### config.mk
export PLATFORM = sky130hd
export DESIGN_NAME = key_sw_input
export DESIGN_NICKNAME = d
export VERILOG_FILES = /design/src/rtl/key_sw_pkg.sv /design/src/rtl/debounce_bit.sv /design/src/rtl/key_sw_input.sv
export SDC_FILE = /design/constraint.sdc
export NUM_CORES = 1
export LEC_CHECK = 0
export CORE_MARGIN = 10
export CORE_UTILIZATION = 60
export DETAILED_ROUTE_END_ITERATION = 7
export MAX_ROUTING_LAYER = met4
export PLACE_DENSITY = 0.78
export SLEW_MARGIN = 10
export SYNTH_ARGS = -nofsm -noshare
export SYNTH_HDL_FRONTEND = slang
export SYNTH_SLANG_ARGS = --single-unit
### constraint.sdc
create_clock -name clk -period 14.95 [get_ports clk]
set_input_delay 3.7375 -clock clk [delete_from_list [all_inputs] [get_ports clk]]
set_output_delay 3.7375 -clock clk [all_outputs]
set_load 0.005 [all_outputs]
### src/rtl/key_sw_pkg.sv
// Shared types and default timing constants for the key/switch input block.
package key_sw_pkg;

    localparam int unsigned DEF_DEBOUNCE_CYCLES = 1_000_000;
    localparam int unsigned DEF_HOLD_CYCLES     = 50_000_000;

    localparam int unsigned DEB_CNT_W   = 24;
    localparam int unsigned HOLD_CNT_W  = 28;
    localparam int unsigned START_CNT_W = 25;

    typedef enum logic [1:0] {
        IDLE    = 2'd0,
        PRESSED = 2'd1,
        HELD    = 2'd2
    } key_state_t;

endpackage

### src/rtl/debounce_bit.sv
// One input bit: 2-flop synchronizer, restartable debounce counter, level and edge pulses.
module debounce_bit
    import key_sw_pkg::*;
#(
    parameter int unsigned DEBOUNCE_CYCLES = DEF_DEBOUNCE_CYCLES
) (
    input  logic clk,
    input  logic rst,
    input  logic raw,
    input  logic arm,
    output logic level,
    output logic rise,
    output logic fall,
    output logic change_c
);

    localparam logic [DEB_CNT_W-1:0] CNT_LAST = DEB_CNT_W'(DEBOUNCE_CYCLES - 1);

    logic                 sync1;
    logic                 sync2;
    logic [DEB_CNT_W-1:0] cnt;

    // Level flips once the difference has persisted for the full window.
    assign change_c = (sync2 != level) && (cnt == CNT_LAST);

    always_ff @(posedge clk or posedge rst) begin
        if (rst) begin
            sync1 <= 1'b0;
            sync2 <= 1'b0;
            cnt   <= '0;
            level <= 1'b0;
            rise  <= 1'b0;
            fall  <= 1'b0;
        end else begin
            sync1 <= raw;
            sync2 <= sync1;
            rise  <= change_c & arm & sync2;
            fall  <= change_c & arm & ~sync2;
            if (change_c) begin
                level <= sync2;
            end
            if (change_c || (sync2 == level)) begin
                cnt <= '0;
            end else begin
                cnt <= cnt + DEB_CNT_W'(1);
            end
        end
    end

endmodule

### src/rtl/key_sw_input.sv
// Debounced push-buttons with press/release/long-press pulses, debounced switches, sticky event flag.
module key_sw_input
    import key_sw_pkg::*;
#(
    parameter int unsigned N_KEY           = 2,
    parameter int unsigned N_SW            = 4,
    parameter int unsigned DEBOUNCE_CYCLES = DEF_DEBOUNCE_CYCLES,
    parameter int unsigned HOLD_CYCLES     = DEF_HOLD_CYCLES
) (
    input  logic             clk,
    input  logic             rst,
    input  logic [N_KEY-1:0] key_n,
    input  logic [N_SW-1:0]  sw,
    output logic [N_KEY-1:0] key_level,
    output logic [N_KEY-1:0] key_press,
    output logic [N_KEY-1:0] key_release,
    output logic [N_KEY-1:0] key_long,
    output logic [N_SW-1:0]  sw_level,
    output logic [N_SW-1:0]  sw_change,
    output logic             evt_pending,
    input  logic             evt_clr
);

    localparam logic [HOLD_CNT_W-1:0]  HOLD_LAST  = HOLD_CNT_W'(HOLD_CYCLES - 1);
    localparam logic [START_CNT_W-1:0] START_LAST = START_CNT_W'(DEBOUNCE_CYCLES + 1);

    logic [N_KEY-1:0]       key_change_c;
    logic [N_SW-1:0]        sw_change_c;
    logic [N_SW-1:0]        sw_rise;
    logic [N_SW-1:0]        sw_fall;
    logic [N_SW-1:0]        primed;
    logic [START_CNT_W-1:0] start_cnt;
    logic                   start_done;

    for (genvar k = 0; k < N_KEY; k++) begin : g_key
        key_state_t            state;
        key_state_t            state_nxt;
        logic [HOLD_CNT_W-1:0] hold;
        logic [HOLD_CNT_W-1:0] hold_nxt;
        logic                  long_q;
        logic                  long_nxt;
        logic                  press_c;
        logic                  release_c;

        debounce_bit #(.DEBOUNCE_CYCLES(DEBOUNCE_CYCLES)) u_deb (
            .clk      (clk),
            .rst      (rst),
            .raw      (~key_n[k]),
            .arm      (1'b1),
            .level    (key_level[k]),
            .rise     (key_press[k]),
            .fall     (key_release[k]),
            .change_c (key_change_c[k])
        );

        assign press_c   = key_change_c[k] & ~key_level[k];
        assign release_c = key_change_c[k] &  key_level[k];
        assign key_long[k] = long_q;

        always_ff @(posedge clk or posedge rst) begin
            if (rst) begin
                state  <= IDLE;
                hold   <= '0;
                long_q <= 1'b0;
            end else begin
                state  <= state_nxt;
                hold   <= hold_nxt;
                long_q <= long_nxt;
            end
        end

        // Release wins over reaching the hold threshold in the same cycle.
        always_comb begin
            state_nxt = state;
            hold_nxt  = hold;
            long_nxt  = 1'b0;
            case (state)
                IDLE: begin
                    if (press_c) begin
                        state_nxt = PRESSED;
                        hold_nxt  = '0;
                    end
                end
                PRESSED: begin
                    if (release_c) begin
                        state_nxt = IDLE;
                    end else if (hold == HOLD_LAST) begin
                        state_nxt = HELD;
                        long_nxt  = 1'b1;
                    end else begin
                        hold_nxt = hold + HOLD_CNT_W'(1);
                    end
                end
                HELD: begin
                    if (release_c) begin
                        state_nxt = IDLE;
                    end
                end
                default: state_nxt = IDLE;
            endcase
        end
    end

    for (genvar s = 0; s < N_SW; s++) begin : g_sw
        debounce_bit #(.DEBOUNCE_CYCLES(DEBOUNCE_CYCLES)) u_deb (
            .clk      (clk),
            .rst      (rst),
            .raw      (sw[s]),
            .arm      (primed[s]),
            .level    (sw_level[s]),
            .rise     (sw_rise[s]),
            .fall     (sw_fall[s]),
            .change_c (sw_change_c[s])
        );
    end

    assign sw_change = sw_rise | sw_fall;

    // A switch bit is primed after its first settle or once the startup window has elapsed.
    always_ff @(posedge clk or posedge rst) begin
        if (rst) begin
            start_cnt  <= '0;
            start_done <= 1'b0;
            primed     <= '0;
        end else begin
            if (!start_done) begin
                if (start_cnt == START_LAST) begin
                    start_done <= 1'b1;
                end else begin
                    start_cnt <= start_cnt + START_CNT_W'(1);
                end
            end
            primed <= primed | sw_change_c | {N_SW{start_done}};
        end
    end

    // Setting has priority over clearing.
    always_ff @(posedge clk or posedge rst) begin
        if (rst) begin
            evt_pending <= 1'b0;
        end else begin
            evt_pending <= (|key_press) | (|key_long) | (|sw_change) | (evt_pending & ~evt_clr);
        end
    end

endmodule

==> impl_metrics.csv <==
group,metric,value,unit
global_route,grt_pass1_vias,8986,
clock_network,ctsResizeCount,0,
route,dr.pass1.iters,7,
clock_network,htreeDepth,1,
clock_network,cts_tree,"yes",
logic_synthesis,syn_avg_cell_area,9.90,um2
logic_synthesis,synth_cells,1298,
global_route,grt_pass1_wl,42300,um
timing,fmaxAchievable,164,MHz
route,drt_iter0_markers,506,
power,p_per_area,106,nW/um2
worst_hold_path,hold_start,"g_sw[3].u_deb.sync1",
cells_and_area,fin_cells,1602,
clock_network,clock_sinks,267,
route,drc,0,
logic_synthesis,ys_warn_count,0,
route,drt_wl_total,24300,um
timing,setup_viol_count_final,0,
worst_setup_path,cp_max_fo,107,
worst_hold_path,hold_class,"reg -> reg",
worst_hold_path,whs_path_depth,0,
worst_setup_path,endpoint_kind,"async pin",
worst_setup_path,reg2reg_from,"g_key[0].u_deb.cnt[17]",
cells_and_area,nets,1327,
power,leakage,6.03,nW
global_route,grt_usage,0.176,
worst_setup_path,critPathRequiredTime,15.45,ns
worst_setup_path,reg2reg_depth,6,
timing,finalCritPeriodShare,0.407,
timing,tightest_slew,1.04,ns
clock_network,cts_buffer_depth,3,
floorplan,io_pins,26,
timing,slew_headroom,0.310,
cells_and_area,mostFrequentLayoutCells,"267 x dfrtp_1, 202 x nor2_1, 125 x nand2_1",
route,vias_per_cell,5.73,
logic_synthesis,ys_seq_area_frac,0.520,
cells_and_area,diodes,0,
floorplan,start_util,0.611,
floorplan,die_area,27700,um2
clock_network,cts_root_buf,"clkbuf_16",
worst_setup_path,crit_type,"in -> async",
cells_and_area,layout-drive-gt1-share,0.0671,
floorplan,die_x,166,um
worst_setup_path,critPathLaunchType,"input pin",
placement,dpl.cell_count,1553,
logic_synthesis,synth_nets,1317,
timing,skew,0.00787,ns
logic_synthesis,async_flop_share,1.00,
timing,final_max_slew_viol_count,0,
placement,gp_congestion,0.854,
timing,fin_crit,6.09,ns
job,max_cap_viol_count,0,
worst_setup_path,cp.arrival,6.59,ns
floorplan,rows,53,
clock_network,cts.reportedPaths.clkPinSlew,0.06,ns
timing,tns,0,ns
timing,hold_viol_final,0,
route,detail-route-antenna-nets,0,
logic_synthesis,ys_types,63,
placement,dp_hpwl,15700,um
status,status,"finished, final reports clean",
global_route,antenna_found_initial,0,
global_route,grt_max_degree,108,
clock_network,cts_hold_buf,0,
floorplan,die_y,166,um
route,wl_per_cell,15.1,um
cells_and_area,area_growth,10.7,%
global_route,grt.overflow.total,0,
placement,place.port_buffers,25,
clock_network,numCtsBuffers,28,
worst_hold_path,min_to,"g_sw[3].u_deb.sync2",
logic_synthesis,ys.flop_type,"dfrtp_1",
timing,rsz0062_at_grt,"no",
logic_synthesis,post_synth_instance_area,12900,um2
clock_network,insertion_delay,0.54,ns
floorplan,core-area,21000,um2
cells_and_area,layout_commonest_cell,"dfrtp_1",
worst_setup_path,worstReg2RegEnd,"g_key[0].hold[5]",
clock_network,post_cts_buffers,0,
route,vias,9175,
logic_synthesis,synth-edff-count,0,
worst_setup_path,rrSetupSlack,12.05,ns
logic_synthesis,synth_seq_cells,267,
power,peakVddDrop,0.104,mV
## routing by layer
layer,vias to the layer above,GRT usage,share of wire
li1,4534,-,-
met1,4478,0.231,0.47
met2,126,0.278,0.47
met3,37,0.0277,0.036
met4,0,0.0550,0.028
met5,-,-,0
## worst max-delay path, cell delays in order
cell,delay [ns]
clkdlybuf4s50_1,0.49
inv_8,0.49
buf_4,0.85
buf_4,0.92
## state kept, by name (all words and copies together) (netlist names), 25 cells and up
signal	count
g_key.u_deb.cnt	48
g_sw.u_deb.cnt	96
start_cnt	25
g_key.hold	56
## power by group
part           switching (mW)  total, mW  leakage (nW)  internal, mW
Clock                   0.285      0.749         0.483         0.464
Combinational          0.0238     0.0314          1.87       0.00758
Sequential            0.00490      0.733          3.67         0.728
Total                   0.314       1.51          6.03          1.20
## cell type report
type	count	area, um2
flip-flops and latches	267	6680
repair buffers	29	280
inverters	35	139
multi-input cells	947	5780
clock buffers	36	802
clock inverters	13	208
fillers	1577	6790
well taps	275	344
## per-stage QoR
step	hold WS (ns)	area, um2	power [mW]	util	worst slack [ns]
floorplan	0.331	12900	0.769	-	3.86
global placement	0.333	13200	0.778	0.629	8.11
detailed placement	0.338	13200	0.779	0.629	8.08
CTS	0.352	14200	1.53	0.677	8.67
global route	0.360	14200	1.56	0.677	8.35
finish	0.350	14200	1.51	0.677	8.86
## kinds of logic after synthesis
kind of cell | count (synthesis) | share of synthesized area
muxes | 21 | 0.0168
xor gates and xnor gates | 154 | 0.105
buffers and inverters | 84 | 0.0311
and+or+nand+nor | 661 | 0.262
DFF | 267 | 0.520
adders and majority gates | 10 | 0.00973
AOI/OAI and AO/OA | 101 | 0.0560
## how the worst max path moves through the flow
stage | cells after the start | start | slack [ns] | end
6_report | 4 | rst | 8.86 | g_key[0].hold[24]
5_1_grt | 4 | rst | 8.35 | g_key[0].hold[24]
4_1_cts | 4 | rst | 8.67 | g_key[0].hold[8]
3_5_place_dp | 4 | rst | 8.08 | g_key[0].hold[23]
3_3_place_gp | 4 | rst | 8.11 | g_key[0].hold[24]
2_1_floorplan | 1 | rst | 3.86 | evt_pending
## synthesized netlist by cell type, types with 9 or more instances
| cell type | n | area share |
|---|---|---|
| nand2_1 | 125 | 0.037 |
| nand2b_1 | 10 | 0.0049 |
| xor2_1 | 81 | 0.055 |
| buf_4 | 13 | 0.0076 |
| inv_1 | 35 | 0.010 |
| and4_1 | 19 | 0.013 |
| ha_1 | 10 | 0.0097 |
| or4_1 | 13 | 0.0076 |
| o31ai_1 | 18 | 0.011 |
| nor3_1 | 29 | 0.011 |
| and3_1 | 30 | 0.015 |
| nand3_1 | 80 | 0.031 |
| nor4b_1 | 9 | 0.0061 |
| nor4_1 | 22 | 0.011 |
| a21oi_1 | 18 | 0.0070 |
| o21ai_0 | 18 | 0.0070 |
| clkbuf_1 | 28 | 0.0082 |
| nor2_1 | 202 | 0.059 |
| or2_2 | 11 | 0.0054 |
| xnor2_1 | 73 | 0.050 |
| mux2i_1 | 16 | 0.012 |
| or3_1 | 15 | 0.0073 |
| dfrtp_1 | 267 | 0.52 |
| nand4_1 | 48 | 0.023 |
(Power assumes the default switching activity.)
